<file path="src/rtl/riscv_soft_mem_arbiter.sv">
// Single-outstanding arbiter sharing one memory port between instruction fetch and data access.
// Define RISCV_SOFT_MEM_ARB_RR_EN for round-robin arbitration; otherwise data has fixed priority over fetch.
module riscv_soft_mem_arbiter #(
  parameter int XPR_LEN = 32
) (
  input  logic               clk,
  input  logic               reset,
  input  logic               i_cache_req_valid,
  output logic               i_cache_req_ready,
  input  logic [XPR_LEN-1:0] i_cache_req_addr,
  output logic               i_cache_resp_valid,
  output logic [XPR_LEN-1:0] i_cache_resp_data,
  input  logic               d_cache_req_valid,
  output logic               d_cache_req_ready,
  input  logic [1:0]         d_cache_req_op,
  input  logic [2:0]         d_cache_req_op_type,
  input  logic [XPR_LEN-1:0] d_cache_req_addr,
  input  logic [XPR_LEN-1:0] d_cache_req_data,
  output logic               d_cache_resp_valid,
  output logic [XPR_LEN-1:0] d_cache_resp_data,
  output logic               mem_req_valid,
  input  logic               mem_req_ready,
  output logic               mem_req_rw,
  output logic [2:0]         mem_req_type,
  output logic [XPR_LEN-1:0] mem_req_addr,
  output logic [XPR_LEN-1:0] mem_req_data,
  input  logic               mem_resp_valid,
  input  logic [XPR_LEN-1:0] mem_resp_data
);

  typedef enum logic [1:0] {S_IDLE, S_ISSUE, S_WAIT} state_e;

  localparam logic       OWNER_I   = 1'b0;
  localparam logic       OWNER_D   = 1'b1;
  localparam logic [1:0] OP_STORE  = 2'b10;
  localparam logic [2:0] TYPE_WORD = 3'b010;

  state_e             state_q, state_d;
  logic               owner_q, owner_d;
  logic               req_rw_q, req_rw_d;
  logic [2:0]         req_type_q, req_type_d;
  logic [XPR_LEN-1:0] req_addr_q, req_addr_d;
  logic [XPR_LEN-1:0] req_data_q, req_data_d;
  logic               grant_i, grant_d;
  logic               d_is_store;

  assign d_is_store = (d_cache_req_op == OP_STORE);

`ifdef RISCV_SOFT_MEM_ARB_RR_EN
  logic last_owner_q, last_owner_d;

  // On contention the side that was not granted last time wins.
  always_comb begin
    grant_d = 1'b0;
    grant_i = 1'b0;
    if (state_q == S_IDLE) begin
      if (d_cache_req_valid && i_cache_req_valid) begin
        grant_d = (last_owner_q == OWNER_I);
        grant_i = !grant_d;
      end else begin
        grant_d = d_cache_req_valid;
        grant_i = i_cache_req_valid;
      end
    end
  end

  always_comb begin
    last_owner_d = last_owner_q;
    if (grant_d)      last_owner_d = OWNER_D;
    else if (grant_i) last_owner_d = OWNER_I;
  end

  always_ff @(posedge clk or negedge reset) begin
    if (!reset) last_owner_q <= OWNER_I;
    else        last_owner_q <= last_owner_d;
  end
`else
  always_comb begin
    grant_d = (state_q == S_IDLE) && d_cache_req_valid;
    grant_i = (state_q == S_IDLE) && i_cache_req_valid && !d_cache_req_valid;
  end
`endif

  always_comb begin
    // NOTE: every _d starts from its _q so no branch leaves a value unassigned and infers a latch.
    state_d    = state_q;
    owner_d    = owner_q;
    req_rw_d   = req_rw_q;
    req_type_d = req_type_q;
    req_addr_d = req_addr_q;
    req_data_d = req_data_q;
    unique case (state_q)
      S_IDLE: begin
        if (grant_d) begin
          owner_d    = OWNER_D;
          req_rw_d   = d_is_store;
          req_type_d = d_cache_req_op_type;
          req_addr_d = d_cache_req_addr;
          req_data_d = d_is_store ? d_cache_req_data : '0;
          state_d    = S_ISSUE;
        end else if (grant_i) begin
          owner_d    = OWNER_I;
          req_rw_d   = 1'b0;
          req_type_d = TYPE_WORD;
          req_addr_d = i_cache_req_addr;
          req_data_d = '0;
          state_d    = S_ISSUE;
        end
      end
      S_ISSUE: if (mem_req_ready)  state_d = S_WAIT;
      S_WAIT:  if (mem_resp_valid) state_d = S_IDLE;
      default: state_d = S_IDLE;
    endcase
  end

  // NOTE: sequential state uses non-blocking assignments so every flop samples pre-edge values.
  always_ff @(posedge clk or negedge reset) begin
    if (!reset) begin
      state_q    <= S_IDLE;
      owner_q    <= OWNER_I;
      req_rw_q   <= 1'b0;
      req_type_q <= '0;
      req_addr_q <= '0;
      req_data_q <= '0;
    end else begin
      state_q    <= state_d;
      owner_q    <= owner_d;
      req_rw_q   <= req_rw_d;
      req_type_q <= req_type_d;
      req_addr_q <= req_addr_d;
      req_data_q <= req_data_d;
    end
  end

  // Masking with reset keeps a requester from being acknowledged while the arbiter is held in reset.
  assign i_cache_req_ready  = reset && grant_i;
  assign d_cache_req_ready  = reset && grant_d;

  assign mem_req_valid      = (state_q == S_ISSUE);
  assign mem_req_rw         = req_rw_q;
  assign mem_req_type       = req_type_q;
  assign mem_req_addr       = req_addr_q;
  assign mem_req_data       = req_data_q;

  assign i_cache_resp_valid = (state_q == S_WAIT) && mem_resp_valid && (owner_q == OWNER_I);
  assign d_cache_resp_valid = (state_q == S_WAIT) && mem_resp_valid && (owner_q == OWNER_D);
  assign i_cache_resp_data  = mem_resp_data;
  assign d_cache_resp_data  = mem_resp_data;

endmodule

</file>
<file path="config.mk">
export PLATFORM = sky130hd
export DESIGN_NAME = riscv_soft_mem_arbiter
export DESIGN_NICKNAME = d
export VERILOG_FILES = /design/src/rtl/riscv_soft_mem_arbiter.sv
export SDC_FILE = /design/constraint.sdc
export NUM_CORES = 1
export LEC_CHECK = 0
export ABC_AREA = 1
export CORE_UTILIZATION = 25
export CTS_CLUSTER_DIAMETER = 200
export DETAILED_ROUTE_END_ITERATION = 10
export PLACE_DENSITY = 0.59
export SLEW_MARGIN = 40
export SYNTH_ARGS = -nofsm -noshare
export SYNTH_HDL_FRONTEND = slang
export SYNTH_SLANG_ARGS = --single-unit
export TNS_END_PERCENT = 1
</file>
<file path="constraint.sdc">
create_clock -name clk -period 1.45 [get_ports clk]
set_input_delay 0.29 -clock clk [delete_from_list [all_inputs] [get_ports clk]]
set_output_delay 0.29 -clock clk [all_outputs]
set_load 0.02 [all_outputs]
</file>
==> summary by stage <==
Status
The run finished, with violations left. The checks that failed: setup timing.

CTS
In this run the number of H-tree levels came out at 3. For this design, the CTS-stage hold fixing added 0 buffers. The clock sink count is 71. TritonCTS built the clock tree. No sink is reached through more buffers than the 2 on the longest clock path. The number of buffers created by CTS is 9. The root buffer cell chosen for the clock tree is sky130_fd_sc_hd__clkbuf_16. After clock tree synthesis, the clock-pin slew on the worst setup and hold paths is 60 ps. The source-to-sink clock delay at the later pin of the worst-skew pair is 330 ps.

Layout
The finished cells cover 0.005632 sq mm. The fraction of layout cells with a size suffix above 1 is 0.07390. Measured on the finished design, the core utilization comes to 0.3718. Summing all flip-flop and latch instances after layout gives 0.001778 sq mm. Relative to the synthesized area, the layout overhead comes to 46.09%. The finished layout holds 824 standard cells, fillers aside.

Fill cells in the final layout number 1572. The number of nets in the finished design is 770. Leaving out fill and tap cells, the most frequent cell in the layout is sky130_fd_sc_hd__nand2_1. Leaving out fill and tap cells, the most frequent cells in the layout are sky130_fd_sc_hd__nand2_1 (202), sky130_fd_sc_hd__clkdlybuf4s50_1 (104), sky130_fd_sc_hd__inv_1 (71), sky130_fd_sc_hd__dfrtp_1 (70), sky130_fd_sc_hd__dlygate4sd2_1 (69). 0 antenna diodes ended up in the layout. Summing all multi-input logic gate instances after layout gives 0.001190 sq mm.

STA
Setup repair after global routing could not meet its margin everywhere. Setup violations remaining at the end of the flow were counted as 4. The clock tree skew after final layout is 6.094 ps. The final count of hold timing violations is 0. For the pin with the worst max-slew slack, the measured transition is 645.5 ps. The relative slew slack is 0.5697. The shortest clock period the worst path allows after layout is 1524 ps. The minimum setup slack in the final design is -74.31 ps. The count of pins over their slew limit is 0.

The fraction of the cycle the final worst path needs is 1.051. Across all hold checks on the routed design, the worst slack comes to 63.40 ps. Timing would allow up to 656.0 MHz.

Yosys
Synthesis instantiated 20 different standard cells from the library. The number of nets in the synthesized netlist is 653. The share of the yosys chip area belonging to registers is 0.4609. The cell count after synthesis is 514. The synthesized area is 0.003855 sq mm. Averaged over all synthesized cells, the footprint is 7.500 sq um. The warning count from the yosys run is 0. Counting flops and latches in the post-synthesis netlist gives 71.

Setup path
The number of buffers and inverters on the critical path is 1. The biggest fanout along the worst timing path is 4. The largest single stage delay on the critical path is 430 ps. The category of the worst setup path capture point is a primary output.

Among all stages on the critical path, the largest delay is contributed by sky130_fd_sc_hd__dfrtp_2. The classification of the worst setup path is reg2out. STA puts the critical path data required time at 1160 ps. The cell class contributing the biggest share of worst-path delay is flip-flops. The worst setup path is launched from a flip-flop. The worst endpoint data arrival time is 1230 ps.

The critical path goes through nor2_4, nand2_1, nor3_2, buf_4. The reg-to-reg setup timing slack is 60 ps.

Routing
The first detailed-routing pass took 6 iterations. Wires add up to 10390 um. For this block, the initial DRC count from the detailed router was 129. In the routed layout, each cell is associated on average with a via count of 4.221. Dividing the detail-routed wire length by the instance count gives 12.61 um. The count of antenna-violating nets left after detailed routing is 0.

The total DRC errors in the routed layout is 0. For this block, the via count after detailed routing is 3478.

Global routing
The total grt overflow is 0. The initial antenna violation count is 0. The wire length of the first global-routing pass is 17200 um. The total global routing track utilization is 0.1369. The number of global-route vias before repair came to 3522. The maximum number of pins on one net before global-route repair is 72.

Job
The reported max-cap violation count is 0.

Power
The leakage power of the design is 3.168 nW. The maximum resistive drop on vdd is 609.3 uV. In this run the power density over the cells is 1771 mW/mm^2.

Floorplan
In this run the standard cell core region covers 0.01515 sq mm. The number of top-level pins is 276. The floorplan step defined a die boundary enclosing 0.01592 sq mm. The die is 126.2 um wide. The placement row count is 45. For this configuration, the core starts out at a cell density of 0.2545. The floorplan die height is 126.2 um.

Place
The half-perimeter wire length after detailed placement is 7542 um. Summing all placed instances gives a cell area of 0.005409 sq mm. Once placement completed, the tool counted placed cells totaling 806. The weighted congestion reported at the end of routability-driven placement is 0.7662. The count of port buffers added during placement is 179. OpenSTA, run right after detailed placement, puts the worst setup slack at -510.9 ps.

Worst hold path
The class of the worst hold path is in2async.
==> worst reg2reg max path, stage by stage (launching register included) <==
cell and delay (ps):
sky130_fd_sc_hd__dfrtp_2 430, sky130_fd_sc_hd__nor2_4 150, sky130_fd_sc_hd__nand2_2 100, sky130_fd_sc_hd__buf_12 190, sky130_fd_sc_hd__nor2_4 120, sky130_fd_sc_hd__buf_12 180, sky130_fd_sc_hd__nand2_1 100, sky130_fd_sc_hd__nand2_1 60
==> cell type report <==
| type | instances | area share |
|---|---|---|
| Clock buffer | 10 | 0.04243 |
| Multi-Input combinational cell | 282 | 0.2113 |
| Clock inverter | 6 | 0.007554 |
| Inverter | 73 | 0.04866 |
| Sequential cell | 71 | 0.3157 |
| Timing Repair Buffer | 194 | 0.3326 |
| Tap cell | 188 | 0.04177 |
==> where the power goes <==
| group | internal, W | switching [W] | total (W) |
|---|---|---|---|
| sequential | 0.00275 | 0.000407 | 0.00316 |
| combinational | 0.00186 | 0.00288 | 0.00475 |
| clock | 0.00121 | 0.000858 | 0.00207 |
==> Yosys cell counts (all sizes together) <==
cell type	instances	area [sq um]
a21oi	1	5.000
buf	83	610.6
clkbuf	5	18.77
dfrtp	71	1777
inv	73	274.0
nand2	204	768.2
nand3	65	325.3
nor2	6	32.53
nor3	1	5.000
o21ai	4	31.28
o31ai	1	7.510
==> per-stage QoR <==
step	power, W	setup TNS (ps)
2_1_floorplan	0.006161	-15.16
3_3_place_gp	0.008342	-26470
3_5_place_dp	0.008439	-28980
4_1_cts	0.01007	-414.4
5_1_grt	0.01073	-1661
6_report	0.009971	-226.6
==> kinds of logic after synthesis <==
kind of cell           after synthesis  synth area share
flip-flops                          71            0.4609
AO/OA/AOI/OAI                        6           0.01136
AND/OR/NAND/NOR                    276            0.2934
buffers and inverters              161            0.2343
==> per-layer routing <==
metal | global-route usage | wire (um) | vias to the layer above
met4 | 0.08009 | 320 | 0
met5 | 0 | 0 | -
met3 | 0.03016 | 602 | 37
met2 | 0.2324 | 5079 | 118
met1 | 0.1587 | 4386 | 1620
li1 | - | - | 1703
==> timing repair <==
action,CTS,global route
setup endpoints to repair,131,55
pin swaps,3,1
setup buffers,0,2
gates resized for setup,96,6
==> worst paths after layout <==
kind	to	cells past startpoint	startpoint
max	i_cache_req_ready	4	state_q[0]$_DFFE_PN0P_
min	mem_req_type[1]$_DFFE_PN0P_	2	reset
max reg2reg	mem_req_data[29]$_DFFE_PN0P_	7	state_q[0]$_DFFE_PN0P_
min reg2reg	mem_req_type[2]$_DFFE_PN0P_	2	mem_req_type[2]$_DFFE_PN0P_
max in group asynchronous	state_q[0]$_DFFE_PN0P_	2	reset
min in group clk	mem_req_type[2]$_DFFE_PN0P_	2	mem_req_type[2]$_DFFE_PN0P_
==> state kept, by name (all words and copies together), names as in the netlist <==
name,count
mem_req_addr,32
mem_req_data,32
mem_req_type,3
state_q,2
mem_req_rw,1
owner_q,1
Power figures use the tool's default switching activity.
